`src/rtl/if_id_buffer.sv`:
```
// IF->ID decoupling queue: registered head outputs (1-cycle fill latency), if_hold keeps a slot for the in-flight fetch.
// Optional sticky overflow flag `ovf` when IF_ID_BUFFER_OVF_EN is defined; default build silently drops overflow words.
module if_id_buffer #(
  parameter int ADDR_WIDTH   = 32,
  parameter int INST_WIDTH   = 32,
  parameter int DEPTH        = 4,
  parameter int FLUSH_SHADOW = 1
) (
  input  logic                  clk,
  input  logic                  rst,
  input  logic                  fetch_valid,
  input  logic [INST_WIDTH-1:0] inst_i,
  input  logic [ADDR_WIDTH-1:0] pc_plus4_i,
  input  logic                  id_stall,
  input  logic                  flush,
  output logic                  valid_o,
  output logic [INST_WIDTH-1:0] inst_o,
  output logic [ADDR_WIDTH-1:0] pc_plus4_o,
  output logic                  if_hold
`ifdef IF_ID_BUFFER_OVF_EN
  ,
  output logic                  ovf
`endif
);

  localparam int PTR_W = $clog2(DEPTH);
  localparam int CNT_W = PTR_W + 1;
  localparam logic [CNT_W-1:0] FULL_CNT = CNT_W'(DEPTH);
  localparam logic [CNT_W-1:0] HOLD_CNT = CNT_W'(DEPTH - 1);
  localparam logic SHADOW_EN = (FLUSH_SHADOW != 0);

  logic [INST_WIDTH-1:0] inst_mem_q [DEPTH];
  logic [ADDR_WIDTH-1:0] pc_mem_q   [DEPTH];

  logic [CNT_W-1:0] count_q, count_d, count_next;
  logic [PTR_W-1:0] rd_ptr_q, rd_ptr_d;
  logic [PTR_W-1:0] wr_ptr_q, wr_ptr_d;
  logic             shadow_q, shadow_d;
  logic             full, push, pop;

  always_comb begin
    full       = (count_q == FULL_CNT);
    valid_o    = (count_q != '0);
    push       = fetch_valid & ~flush & ~shadow_q & ~full;
    pop        = valid_o & ~id_stall & ~flush;
    count_next = count_q + CNT_W'(push) - CNT_W'(pop);
    // Hold one entry early: the ROM word already in flight still needs a free slot.
    if_hold    = ~flush & (count_next >= HOLD_CNT);

    count_d  = count_next;
    rd_ptr_d = pop  ? rd_ptr_q + PTR_W'(1) : rd_ptr_q;
    wr_ptr_d = push ? wr_ptr_q + PTR_W'(1) : wr_ptr_q;
    shadow_d = flush & SHADOW_EN;
    if (flush) begin
      count_d  = '0;
      rd_ptr_d = '0;
      wr_ptr_d = '0;
    end

    inst_o     = valid_o ? inst_mem_q[rd_ptr_q] : '0;
    pc_plus4_o = valid_o ? pc_mem_q[rd_ptr_q]   : '0;
  end

  always_ff @(posedge clk or posedge rst) begin
    if (rst) begin
      count_q  <= '0;
      rd_ptr_q <= '0;
      wr_ptr_q <= '0;
      shadow_q <= 1'b0;
    end else begin
      count_q  <= count_d;
      rd_ptr_q <= rd_ptr_d;
      wr_ptr_q <= wr_ptr_d;
      shadow_q <= shadow_d;
    end
  end

  // Storage needs no reset: outputs are masked whenever the queue is empty.
  always_ff @(posedge clk) begin
    if (push) begin
      inst_mem_q[wr_ptr_q] <= inst_i;
      pc_mem_q[wr_ptr_q]   <= pc_plus4_i;
    end
  end

`ifdef IF_ID_BUFFER_OVF_EN
  logic ovf_q, ovf_d;

  always_comb begin
    ovf_d = ovf_q | (fetch_valid & full & ~flush & ~shadow_q);
  end

  always_ff @(posedge clk or posedge rst) begin
    if (rst) ovf_q <= 1'b0;
    else     ovf_q <= ovf_d;
  end

  assign ovf = ovf_q;
`endif

endmodule

```
`config.mk`:
```
export PLATFORM = sky130hd
export DESIGN_NAME = if_id_buffer
export DESIGN_NICKNAME = d
export VERILOG_FILES = /design/src/rtl/if_id_buffer.sv
export SDC_FILE = /design/constraint.sdc
export NUM_CORES = 1
export LEC_CHECK = 0
export ABC_AREA = 1
export BUFFER_PORTS_ARGS = -buffer_cell sky130_fd_sc_hd__buf_2
export CORE_MARGIN = 5
export CORE_UTILIZATION = 32
export CTS_BUF_LIST = sky130_fd_sc_hd__clkbuf_4 sky130_fd_sc_hd__clkbuf_8
export DETAILED_ROUTE_END_ITERATION = 7
export SYNTH_ARGS = -nofsm -noshare
export SYNTH_HDL_FRONTEND = slang
export SYNTH_SLANG_ARGS = --single-unit
```
`constraint.sdc`:
```
create_clock -name clk -period 9.4 [get_ports clk]
set_input_delay 1.41 -clock clk [delete_from_list [all_inputs] [get_ports clk]]
set_output_delay 1.41 -clock clk [all_outputs]
set_load 0.02 [all_outputs]
```
==> run metrics, run 1 <==
hpwl dp about 14 mm; Setup Crit Path Kind input pin to output port; DR WL/cell ~15 µm; number of buffers created by CTS 45; routed vias between 7,000 and 8,000; total grt overflow 0; max_slew headroom 0.260; Final nets 1,237; PortBufs roughly 130; Filler cells 3,314; Worst-path clk slew about 60 ps; Fin. Hold Viols 0; fmax 192 MHz; peak supply drop ~0.14 mV; DRC Markers 0; H-tree depth 2; Overall Power 3370 µW; total I/O pin count 135; CP max FO 9; Setup Fix Bufs, Post-CTS 0; critical path data required time between 7000 and 8000 ps; initial DRC count between 200 and 250; outcome finished clean; area grow syn2layout 17.3%; yosys warns 0; die height roughly 200 µm; die area around 38,000 µm²; Antenna Nets Post-Route 0; met1 WL 10.9 mm; placement-stage cell area 12,100 µm²; Final Wtd Congestion about 0.71; clk_skew approximately 23 ps; CTS tree built; core area between 30,000 and 40,000 µm²; Mapped Nets ~1,100; Pwr Density approximately 260 nW/µm²; vias in the first global route around 7,300; hold-fix buffers at CTS 0; Worst-Skew Late Latency 530 ps; metal2 WL ~12 mm; Die X about 200 µm; post-synth cell types 16; Static Leak approximately 0.0056 µW; Hold Path Class flop to flop; average footprint of a synthesized cell around 11 µm²; max layer used met5; r2r setup slk 6530 ps; proportion of synthesized chip area in sequential cells 0.713; share of cells above drive strength 1 0.185; largest net degree at the start of global routing 70; setup repair after global routing missed its margin false; wire length on met3 roughly 1.5 mm; Setup TNS Final 0 ps; clk sink count ~260; commonest cells after routing, fill and taps aside 400 x nand2_1, 256 x edfxtp_1, 144 x inv_1; CTS resizes 0; Setup violations, final 0; maximum clock insertion buffer count 3; initial antenna violation count 5; Row Count 68; CP startpoint kind input pin; period utilisation layout 0.554; maxcap violations 0; Slew @ Worst Pin between 1000 and 1500 ps; vias per inst 4.37; #FFs+latches synth between 200 and 300; max-slew violations 0; Mapped Cells 1,017; TritonRoute pass-1 iters 4; gr usage total 0.130; first-pass GRT wire length about 40 mm; min cycle time layout ~5200 ps; Mapped Area between 10,000 and 15,000 µm²; CTS Root Cell clkbuf_8; starting density of the core 0.322; final wirelength 25.5 mm; final standard cell area without fillers approximately 13,000 µm²; commonest non-fill, non-tap cell in the layout nand2_1; Crit path arrival time 3800 ps; Setup crit end kind output port
-- power breakdown --
| part | total, µW | internal, µW | switching (µW) | leakage [µW] |
|---|---|---|---|---|
| Sequential | 1370 | 1330 | 46.8 | 0.00241 |
| Combinational | 1050 | 287 | 764 | 0.00273 |
| Clock | 948 | 513 | 435 | 0.000439 |
| Total | 3370 | 2130 | 1250 | 0.00558 |
-- synthesized netlist by cell type --
| cell | n | share of area |
|---|---|---|
| a21oi_1 | 64 | 0.029 |
| buf_2 | 33 | 0.015 |
| buf_4 | 9 | 0.0061 |
| buf_6 | 3 | 0.0031 |
| clkbuf_1 | 4 | 0.0014 |
| clkinv_1 | 1 | 0.00034 |
| dfrtp_1 | 8 | 0.018 |
| edfxtp_1 | 256 | 0.70 |
| fa_1 | 1 | 0.0018 |
| ha_1 | 6 | 0.0068 |
| inv_1 | 144 | 0.049 |
| inv_2 | 3 | 0.0010 |
| nand2_1 | 400 | 0.14 |
| nand3_1 | 71 | 0.032 |
| nand4_1 | 3 | 0.0017 |
| nor2_1 | 11 | 0.0037 |
-- per-layer routing --
layer | GRT usage | vias up
met5 | 0 | -
met3 | 0.0343 | 55
met2 | 0.226 | 157
li1 | - | 3579
met1 | 0.158 | 3399
met4 | 0.0383 | 6
-- critical path, stage by stage --
cell      delay, ps
buf_2           130
clkinv_1        150
nand2_1          70
nor2_1          160
nand2_1         310
ha_1            390
inv_1            40
ha_1            170
inv_1            70
fa_1            410
nor2_1          160
nand2_1          70
nand2_1          80
buf_2           180
-- layout make-up --
class                      count  area, µm²  share of cell area
antenna                        2       5.00            0.000386
clock buffer                  60        744              0.0574
clock inverter                17       80.1             0.00617
inverter                     148        558              0.0430
multi-input combinational    556       2360               0.182
sequential                   264       7890               0.608
tap                          455        569              0.0439
timing repair buffer         146        761              0.0586
-- state kept, by name, indices dropped and copies added (netlist names) --
| signal | count |
|---|---|
| count_q | 3 |
| inst_mem_q | 128 |
| pc_mem_q | 128 |
| rd_ptr_q | 2 |
| shadow_q | 1 |
| wr_ptr_q | 2 |
-- metrics by stage --
stage          worst slack, ps  cells  utilization  hold WS [ps]
2_1_floorplan             4340   1017            -           496
3_3_place_gp              4250   1569        0.354           526
3_5_place_dp              4160   1569        0.354           529
4_1_cts                   4140   1646        0.378           539
5_1_grt                   3980   1647        0.378           574
6_report                  4190   1648        0.378           536
-- cell families after synthesis --
group | count (synthesis) | share of synthesized area
compound gates | 64 | 0.0290
buf+inv | 197 | 0.0757
simple gates | 485 | 0.173
flops | 264 | 0.713
fa+ha+maj | 7 | 0.00860
-- final timing paths --
kind	start	end	depth (start not counted)
hold / removal	shadow_q	wr_ptr_q[0]	3
hold reg to reg	shadow_q	wr_ptr_q[0]	3
max in group asynchronous	rst	rd_ptr_q[0]	2
setup / recovery	flush	if_hold	14
setup reg to reg	count_q[1]	inst_mem_q[0][27]	5
min in group asynchronous	rst	shadow_q	2
Power figures use the tool's default switching activity.
==> run 2: changes to the inputs <==
==> constraint.sdc (replaced) <==
create_clock -name clk -period 5.4 [get_ports clk]
set_input_delay 0.81 -clock clk [delete_from_list [all_inputs] [get_ports clk]]
set_output_delay 0.81 -clock clk [all_outputs]
set_load 0.02 [all_outputs]
==> run metrics, run 2 (same netlist as run 1, synthesis figures left out) <==
outcome finished clean; FF-to-FF End inst_mem_q[2][30]; CTS tree built; crit path from flush; clk sink count roughly 260; DRC Markers 0; r2r setup slk between 2000 and 3000 ps; CP max stage delay around 400 ps; Setup TNS Final 0 ps; Worst-path clk slew ~60 ps; Setup crit end kind output port; die height 196 µm; register area 7890 µm²; gr usage total 0.131; hold-fix buffers at CTS 0; share of cells above drive strength 1 0.191; core area between 30,000 and 40,000 µm²; Slew @ Worst Pin 970 ps; period utilisation layout 0.736; Row Count approximately 70; combined area of the multi-input logic cells 2360 µm²; peak supply drop roughly 0.26 mV; vias in the first global route between 7,000 and 8,000; Hold Path Class input pin to asynchronous set/reset pin; Final Wtd Congestion slightly below 0.7; largest net degree at the start of global routing 70; initial DRC count about 280; r2r worst-path depth 5; CTS resizes 0; Worst-Skew Late Latency between 500 and 600 ps; Final WS setup 1420 ps; DR WL/cell around 15 µm; max-slew violations 0; Final nets around 1,200; setup repair after global routing missed its margin false; starting density of the core 0.322; TritonRoute pass-1 iters 5; Antenna Nets Post-Route 0; vias per inst about 4.3; Filler cells 3,309; initial antenna violation count 3; clk_skew around 16 ps; final core occ 0.381; final wirelength ~25 mm; CP startpoint kind input pin; commonest non-fill, non-tap cell in the layout nand2_1; Setup Crit Path Kind input pin to output port; Critical Path End if_hold; Pwr Density between 400 and 500 nW/µm²; Setup WS pre-CTS ~1400 ps; CP max FO 9; Die X between 150 and 200 µm; PortBufs 134; Setup violations, final 0; CTS Root Cell clkbuf_8; maxcap violations 0; slowest cell on the critical path fa_1; Static Leak about 0.0056 µW; critical path data required time about 4600 ps; number of buffers created by CTS 45; reg2reg start count_q[1]; Largest regs inst_mem_q: 128 flops, pc_mem_q: 128 flops, count_q: 3 flops; Overall Power between 5000 and 6000 µW; Crit path arrival time about 3200 ps; Fin. Hold Viols 0; hpwl dp roughly 14 mm; Crit path top cell by count nand2_1; fmax 251 MHz; total grt overflow 0; min cycle time layout around 4000 ps; max_slew headroom 0.354; die area approximately 38,000 µm²; total I/O pin count around 140; maximum clock insertion buffer count 3; routed vias 7,173; area grow syn2layout 18.2%; cells along the critical path buf_2, clkinv_1, nand2_1, nor2_1, nand2_1, ha_1, inv_1, ha_1, inv_1, fa_1, nor2_1, nand2_1, nand2_1, buf_2; Setup Fix Bufs, Post-CTS 0; H-tree depth 2; first-pass GRT wire length 39.2 mm; commonest cells after routing, fill and taps aside 400 x nand2_1, 256 x edfxtp_1, 144 x inv_1
[run 2: changes by cell type in the layout (fill, tap and decap cells not counted), sizes merged]
cell      before  now
bufinv         0    1
clkbuf        60   66
clkinvlp       0    2
clkinv        16   11
diode          2    1
inv          149  148
buf          146  148
[run 2: how the worst min path moves through the flow]
stage              from     endpoint  cells after the start
5_1_grt             rst     shadow_q                      2
3_5_place_dp   shadow_q  wr_ptr_q[1]                      3
4_1_cts             rst  wr_ptr_q[0]                      2
2_1_floorplan  shadow_q  wr_ptr_q[1]                      3
6_report            rst     shadow_q                      2
3_3_place_gp   shadow_q  wr_ptr_q[1]                      3
[run 2: layout make-up]
class                           instances  share of cell area
Antenna cell                            1            0.000192
Clock buffer                           66              0.0600
Clock inverter                         14             0.00737
Inverter                              148              0.0427
Multi-Input combinational cell        556               0.181
Sequential cell                       264               0.604
Tap cell                              455              0.0436
Timing Repair Buffer                  148              0.0613
[run 2: metal layers]
layer / vias up / GRT usage / wire length, µm
met1: 3351 / 0.160 / 10700
met2: 176 / 0.226 / 12400
met3: 51 / 0.0366 / 1640
met4: 4 / 0.0393 / 578
met5: - / 0 / 25
li1: 3591 / - / -
[run 2: worst max-delay path: cells and delay by family]
family	cells	cell delay [ps]
buffers and inverters	5	540
AND/OR/NAND/NOR	6	840
adder cells (fa/ha/maj)	3	950
[run 2: power by group]
group,internal [µW],total (µW),switching (µW)
Clock,977,1740,763
Sequential,2310,2360,56.1
Combinational,505,1850,1340
[run 2: stage by stage]
| stage | cells | hold WS, ps | instance area [µm²] |
|---|---|---|---|
| 6_report | 1652 | 199 | 13100 |
| 5_1_grt | 1651 | 195 | 13100 |
| 4_1_cts | 1651 | 156 | 13100 |
| 3_5_place_dp | 1571 | 535 | 12200 |
| 3_3_place_gp | 1571 | 526 | 12200 |
| 2_1_floorplan | 1017 | 496 | 11100 |
